## src/rtl/nn_pkg.sv

```systemverilog
// ---------------------------------------------------------------------------
// nn_pkg: shared constants and types for the network result stage. Rev 1.0
// ---------------------------------------------------------------------------
`default_nettype none

package nn_pkg;

   localparam int NUMAR_CLASE = 10;
   localparam int LATIME      = 16;
   localparam int IDX_W       = 4;

   typedef logic signed [LATIME-1:0] scor_t;
   typedef logic [IDX_W-1:0]         index_t;

   typedef enum logic [1:0] {
      IDLE = 2'd0,
      SCAN = 2'd1,
      DONE = 2'd2
   } stare_argmax_t;

endpackage

`default_nettype wire

```

## src/rtl/argmax_clasificator_detector_front.sv

```systemverilog
// ---------------------------------------------------------------------------
// detector_front: synchronous rising-edge detector, active-low sync reset. Rev 1.0
// ---------------------------------------------------------------------------
`default_nettype none

module detector_front (
   input  logic clock,
   input  logic reset,
   input  logic nivel,
   output logic front
);

   logic r_anterior;

   // Cleared on reset so a level already high after release reads as an edge.
   always_ff @(posedge clock) begin
      if (!reset) r_anterior <= 1'b0;
      else        r_anterior <= nivel;
   end

   assign front = nivel & ~r_anterior;

endmodule

`default_nettype wire

```

## src/rtl/argmax_clasificator.sv

```systemverilog
// ---------------------------------------------------------------------------
// argmax_clasificator: sequential argmax of class scores, optional ARGMAX_MARGINE_EN.
// Rev 1.0
// ---------------------------------------------------------------------------
`default_nettype none

module argmax_clasificator
   import nn_pkg::*;
#(
   parameter int NUMAR_CLASE = nn_pkg::NUMAR_CLASE,
   parameter int LATIME      = nn_pkg::LATIME,
   parameter int IDX_W       = nn_pkg::IDX_W
) (
   input  logic                     clock,
   input  logic                     reset,
   input  logic                     layer_terminat,
   input  logic signed [LATIME-1:0] date_intrare [0:NUMAR_CLASE-1],
   output logic [IDX_W-1:0]         cifra_out,
   output logic signed [LATIME-1:0] scor_out,
`ifdef ARGMAX_MARGINE_EN
   output logic [LATIME:0]          margine,
`endif
   output logic                     rezultat_valid,
   input  logic                     rezultat_ready,
   output logic                     ocupat,
   output logic                     pierdut
);

   localparam logic [IDX_W-1:0] C_ULTIM = IDX_W'(NUMAR_CLASE-1);

   stare_argmax_t            stare;
   logic signed [LATIME-1:0] snapshot [0:NUMAR_CLASE-1];
   logic signed [LATIME-1:0] r_best;
   logic signed [LATIME-1:0] w_val;
   logic signed [LATIME-1:0] w_best_nou;
   logic [IDX_W-1:0]         r_best_idx;
   logic [IDX_W-1:0]         w_idx_nou;
   logic [IDX_W-1:0]         r_ptr;
   logic                     w_start;

   detector_front u_start (
      .clock (clock),
      .reset (reset),
      .nivel (layer_terminat),
      .front (w_start)
   );

   // Strict compare keeps the lowest index on ties.
   always_comb begin
      w_val      = snapshot[r_ptr];
      w_best_nou = r_best;
      w_idx_nou  = r_best_idx;
      if (w_val > r_best) begin
         w_best_nou = w_val;
         w_idx_nou  = r_ptr;
      end
   end

`ifdef ARGMAX_MARGINE_EN
   logic signed [LATIME-1:0] r_second;
   logic signed [LATIME-1:0] w_second_nou;
   logic [LATIME:0]          w_diferenta;

   always_comb begin
      w_second_nou = r_second;
      if (w_val > r_best)
         w_second_nou = r_best;
      else if (w_val > r_second)
         w_second_nou = w_val;
      w_diferenta = {w_best_nou[LATIME-1], w_best_nou} - {w_second_nou[LATIME-1], w_second_nou};
   end
`endif

   always_ff @(posedge clock) begin
      if (!reset) begin
         stare          <= IDLE;
         cifra_out      <= '0;
         scor_out       <= '0;
         rezultat_valid <= 1'b0;
         ocupat         <= 1'b0;
         pierdut        <= 1'b0;
         r_best         <= '0;
         r_best_idx     <= '0;
         r_ptr          <= '0;
         for (int i = 0; i < NUMAR_CLASE; i++) snapshot[i] <= '0;
`ifdef ARGMAX_MARGINE_EN
         r_second       <= '0;
         margine        <= '0;
`endif
      end else begin
         pierdut <= w_start && (stare != IDLE);
         case (stare)
            IDLE: begin
               if (w_start) begin
                  snapshot   <= date_intrare;
                  r_best     <= date_intrare[0];
                  r_best_idx <= '0;
                  r_ptr      <= IDX_W'(1);
                  ocupat     <= 1'b1;
                  stare      <= SCAN;
`ifdef ARGMAX_MARGINE_EN
                  r_second   <= {1'b1, {(LATIME-1){1'b0}}};
`endif
               end
            end
            SCAN: begin
               r_best     <= w_best_nou;
               r_best_idx <= w_idx_nou;
               r_ptr      <= r_ptr + 1'b1;
`ifdef ARGMAX_MARGINE_EN
               r_second   <= w_second_nou;
`endif
               if (r_ptr == C_ULTIM) begin
                  cifra_out      <= w_idx_nou;
                  scor_out       <= w_best_nou;
                  rezultat_valid <= 1'b1;
                  stare          <= DONE;
`ifdef ARGMAX_MARGINE_EN
                  margine        <= w_diferenta;
`endif
               end
            end
            DONE: begin
               if (rezultat_ready) begin
                  rezultat_valid <= 1'b0;
                  ocupat         <= 1'b0;
                  stare          <= IDLE;
               end
            end
            default: stare <= IDLE;
         endcase
      end
   end

endmodule

`default_nettype wire
```

## config.mk

```make
export PLATFORM = sky130hd
export DESIGN_NAME = argmax_clasificator
export DESIGN_NICKNAME = d
export VERILOG_FILES = /design/src/rtl/nn_pkg.sv /design/src/rtl/argmax_clasificator_detector_front.sv /design/src/rtl/argmax_clasificator.sv
export SDC_FILE = /design/constraint.sdc
export NUM_CORES = 1
export LEC_CHECK = 0
export CORE_MARGIN = 4
export CORE_UTILIZATION = 55
export CTS_CLUSTER_SIZE = 30
export DETAILED_ROUTE_END_ITERATION = 10
export PLACE_DENSITY = 0.85
export SYNTH_ARGS = -nofsm -noshare
export SYNTH_HDL_FRONTEND = slang
export SYNTH_SLANG_ARGS = --single-unit
export TNS_END_PERCENT = 10
```

## constraint.sdc

```tcl
create_clock -name clock -period 5.9 [get_ports clock]
set_input_delay 1.18 -clock clock [delete_from_list [all_inputs] [get_ports clock]]
set_output_delay 1.18 -clock clock [all_outputs]
set_load 0.01 [all_outputs]
```

==> metrics.cfg <==
[timing]
tightest_slew_ps = 1216
slew_viol_final = 0
relSlewSlack = 0.1865
fin_tns_setup_ps = 0
setup_viol = 0
rsz0062_at_grt = false
clock_skew_ps = 13.65
holdWs_ps = 453.2
min_period_over_period = 0.8837
hold_viol_final = 0
finalCriticalPeriod_ps = 5214
max_freq_mhz = 191.8

[run]
maxCapViolations = 0

[cells_and_area]
final_common_cell = nand2_1
area_growth_pct = 27.39
layout.nets = 1460
drive_gt1_frac = 0.05182
final_cell_mix = nand2_1, dfxtp_1, a21oi_1
n_antenna_cell = 0
fill_cells = 1282

[floorplan]
die_w_um = 138.1
dieArea_mm2 = 0.01906
die_h_um = 138.1
initial_utilization = 0.5611
ioPinCount = 187
core-area_mm2 = 0.01658
std_cell_rows = 47

[critical_path]
crit_chain = inv_1 -> nor2_1 -> a221oi_1 -> a22oi_1 -> o21ai_0 -> ha_1 -> nor2b_1 -> o211ai_1 -> a2111oi_0 -> or4_4 -> nand3_2 -> o211ai_1 -> a21oi_1
critical_path.max_fanout = 40
slowest_stage = nor2_1
critPathArrivalTime_ps = 5550
cp-start-kind = flop
cp-startpoint = r_ptr[0]$_SDFFE_PN0P_
crit_type = flop to flop
slowest_delay_ps = 810
crit_required_ps = 6240
r2r-start = r_ptr[0]$_SDFFE_PN0P_
cp_top_family = compound AO/OA/AOI/OAI gates
cp_common_cell = o211ai_1
critical_path_buf_inv_count = 1
cp-end-kind = flop

[logic_synthesis]
synth_ff_type = dfxtp_1
yosys_warnings = 0
synth.distinct_cells = 46
synth-async-reset-ratio = 0
postSynthCellCount = 1159
synth_seq_cells = 210
syn_area_mm2 = 0.009305
syn_avg_cell_area_um2 = 8.029
netlist.area_leader.share = 0.4518
yosys-top-cells-area = dfxtp_1, nand2_1, a21oi_1
synth_top_cell_by_area = dfxtp_1
syn_nets = 1341
yosysSeqAreaShare = 0.4518
synth_edf_count = 0

[clock_tree]
clk_pin_slew_ps = 60
clock_sink_count = 210
htreeDepth = 1
cts.repair.resized = 0
cts_buffers = 22
tritoncts = yes
cts_setup_buffers = 0
clk_path_buf_depth = 3
cts-root-buf = clkbuf_16
clock_latency_ps = 500
postCtsHoldBufs = 0

[global_routing]
grt_max_degree = 133
met2_usage = 0.4134
antenna_found_initial = 0
grt_pass1_wl_mm = 41.66
busiest_layer = met2
overflow = 0
met3_usage = 0.05421
grt_usage = 0.2618
grt_pass1_vias = 8065
grtUsageMet1 = 0.3670

[route]
viasPerCell = 5.902
first_pass_iters = 6
postRouteAntennaNets = 0
routedWlPerCell_um = 17.80
vias = 8929
drt-initial-drc-count = 1111
drt_wl_total_mm = 26.93
drcViolationCount = 0

[outcome]
status = complete, no violations

[placed_design]
place_hpwl_mm = 18.80
port_buffers = 186
gp_congestion = 0.9135

[pwr]
power_density_mw_per_mm2 = 313.3
irDropWorstVdd_mv = 0.1977
p_leak_nw = 4.255

[hold_path]
hp-start = snapshot[93]$_SDFFE_PN0P_
hold_path_class = flop to flop

## state kept, by name (all words and copies together), names as in the netlist
signal	count
cifra_out	4
ocupat	1
pierdut	1
r_best	16
r_best_idx	4
r_ptr	4
rezultat_valid	1
scor_out	16
snapshot	160
stare	2
u_start.r_anterior	1
## routing by layer
layer | part of all wire | vias to the layer above
met1 | 0.42 | 4187
met3 | 0.094 | 57
li1 | - | 4262
met4 | 0.029 | 0
met5 | 0 | -
met2 | 0.46 | 423
## cells by family (layout without fill, tap and decap cells)
group / count (synthesis) / in the layout / share of synthesized area
buf+inv: 118 / 252 / 0.05163
compound gates: 291 / 291 / 0.1829
simple gates: 473 / 473 / 0.2139
mux: 49 / 49 / 0.07557
flops: 210 / 210 / 0.4518
fa+ha+maj: 18 / 18 / 0.02420
## stage by stage
stage          instances  setup slack (ps)  power (W)  utilization  instance area, µm²
5_1_grt             1513             297.6   0.003862       0.7148               11850
3_3_place_gp        1474              1064   0.002298       0.6703               11120
4_1_cts             1513             857.6   0.003709       0.7148               11850
2_1_floorplan       1159              2128   0.002104            -                9305
6_report            1513             686.4   0.003713       0.7148               11850
3_5_place_dp        1474             885.0   0.002321       0.6703               11120
## area by class of cell
type / instances / area, µm² / share of cell area
clock buffer: 34 / 656.9 / 0.05541
clock inverter: 5 / 81.33 / 0.006861
inverter: 20 / 80.08 / 0.006755
multi-input combinational: 831 / 4633 / 0.3909
sequential: 210 / 4205 / 0.3548
tap: 220 / 275.3 / 0.02322
timing repair buffer: 193 / 1922 / 0.1621
## power by group
part | internal (W) | total [W] | switching (W)
Clock | 0.000854 | 0.00141 | 0.000553
Combinational | 0.000292 | 0.000733 | 0.000441
Sequential | 0.00151 | 0.00157 | 0.0000660
## synthesized netlist by cell type, drive strengths merged (4+ instances only)
cell	n
nand4	34
a221oi	15
ha	18
o211ai	5
a21boi	16
nor2b	4
dfxtp	210
a21oi	189
o21ai	20
buf	23
nand3	39
clkbuf	75
nand2	334
and2	4
nor2	45
mux2i	32
mux4	17
inv	20
a22oi	14
o32ai	15
## worst register-to-register path, stage by stage, from the launching register on
cell and delay, ps:
dfxtp_1 540, inv_1 330, nor2_1 820, a221oi_1 260
a22oi_1 220, o21ai_0 260, ha_1 390, nor2b_1 140
o211ai_1 110, a2111oi_0 590, or4_4 250, nand3_2 620
o211ai_1 460, a21oi_1 100
## path summary, 6_finish.rpt
check | end | slack [ps] | cells past startpoint
min reg2reg | snapshot[93]$_SDFFE_PN0P_ | 450 | 2
min | snapshot[93]$_SDFFE_PN0P_ | 450 | 2
max | r_best_idx[3]$_SDFFE_PN0P_ | 690 | 13
max reg2reg | r_best_idx[3]$_SDFFE_PN0P_ | 690 | 13
Note: power is estimated with default switching activity, not from simulation.
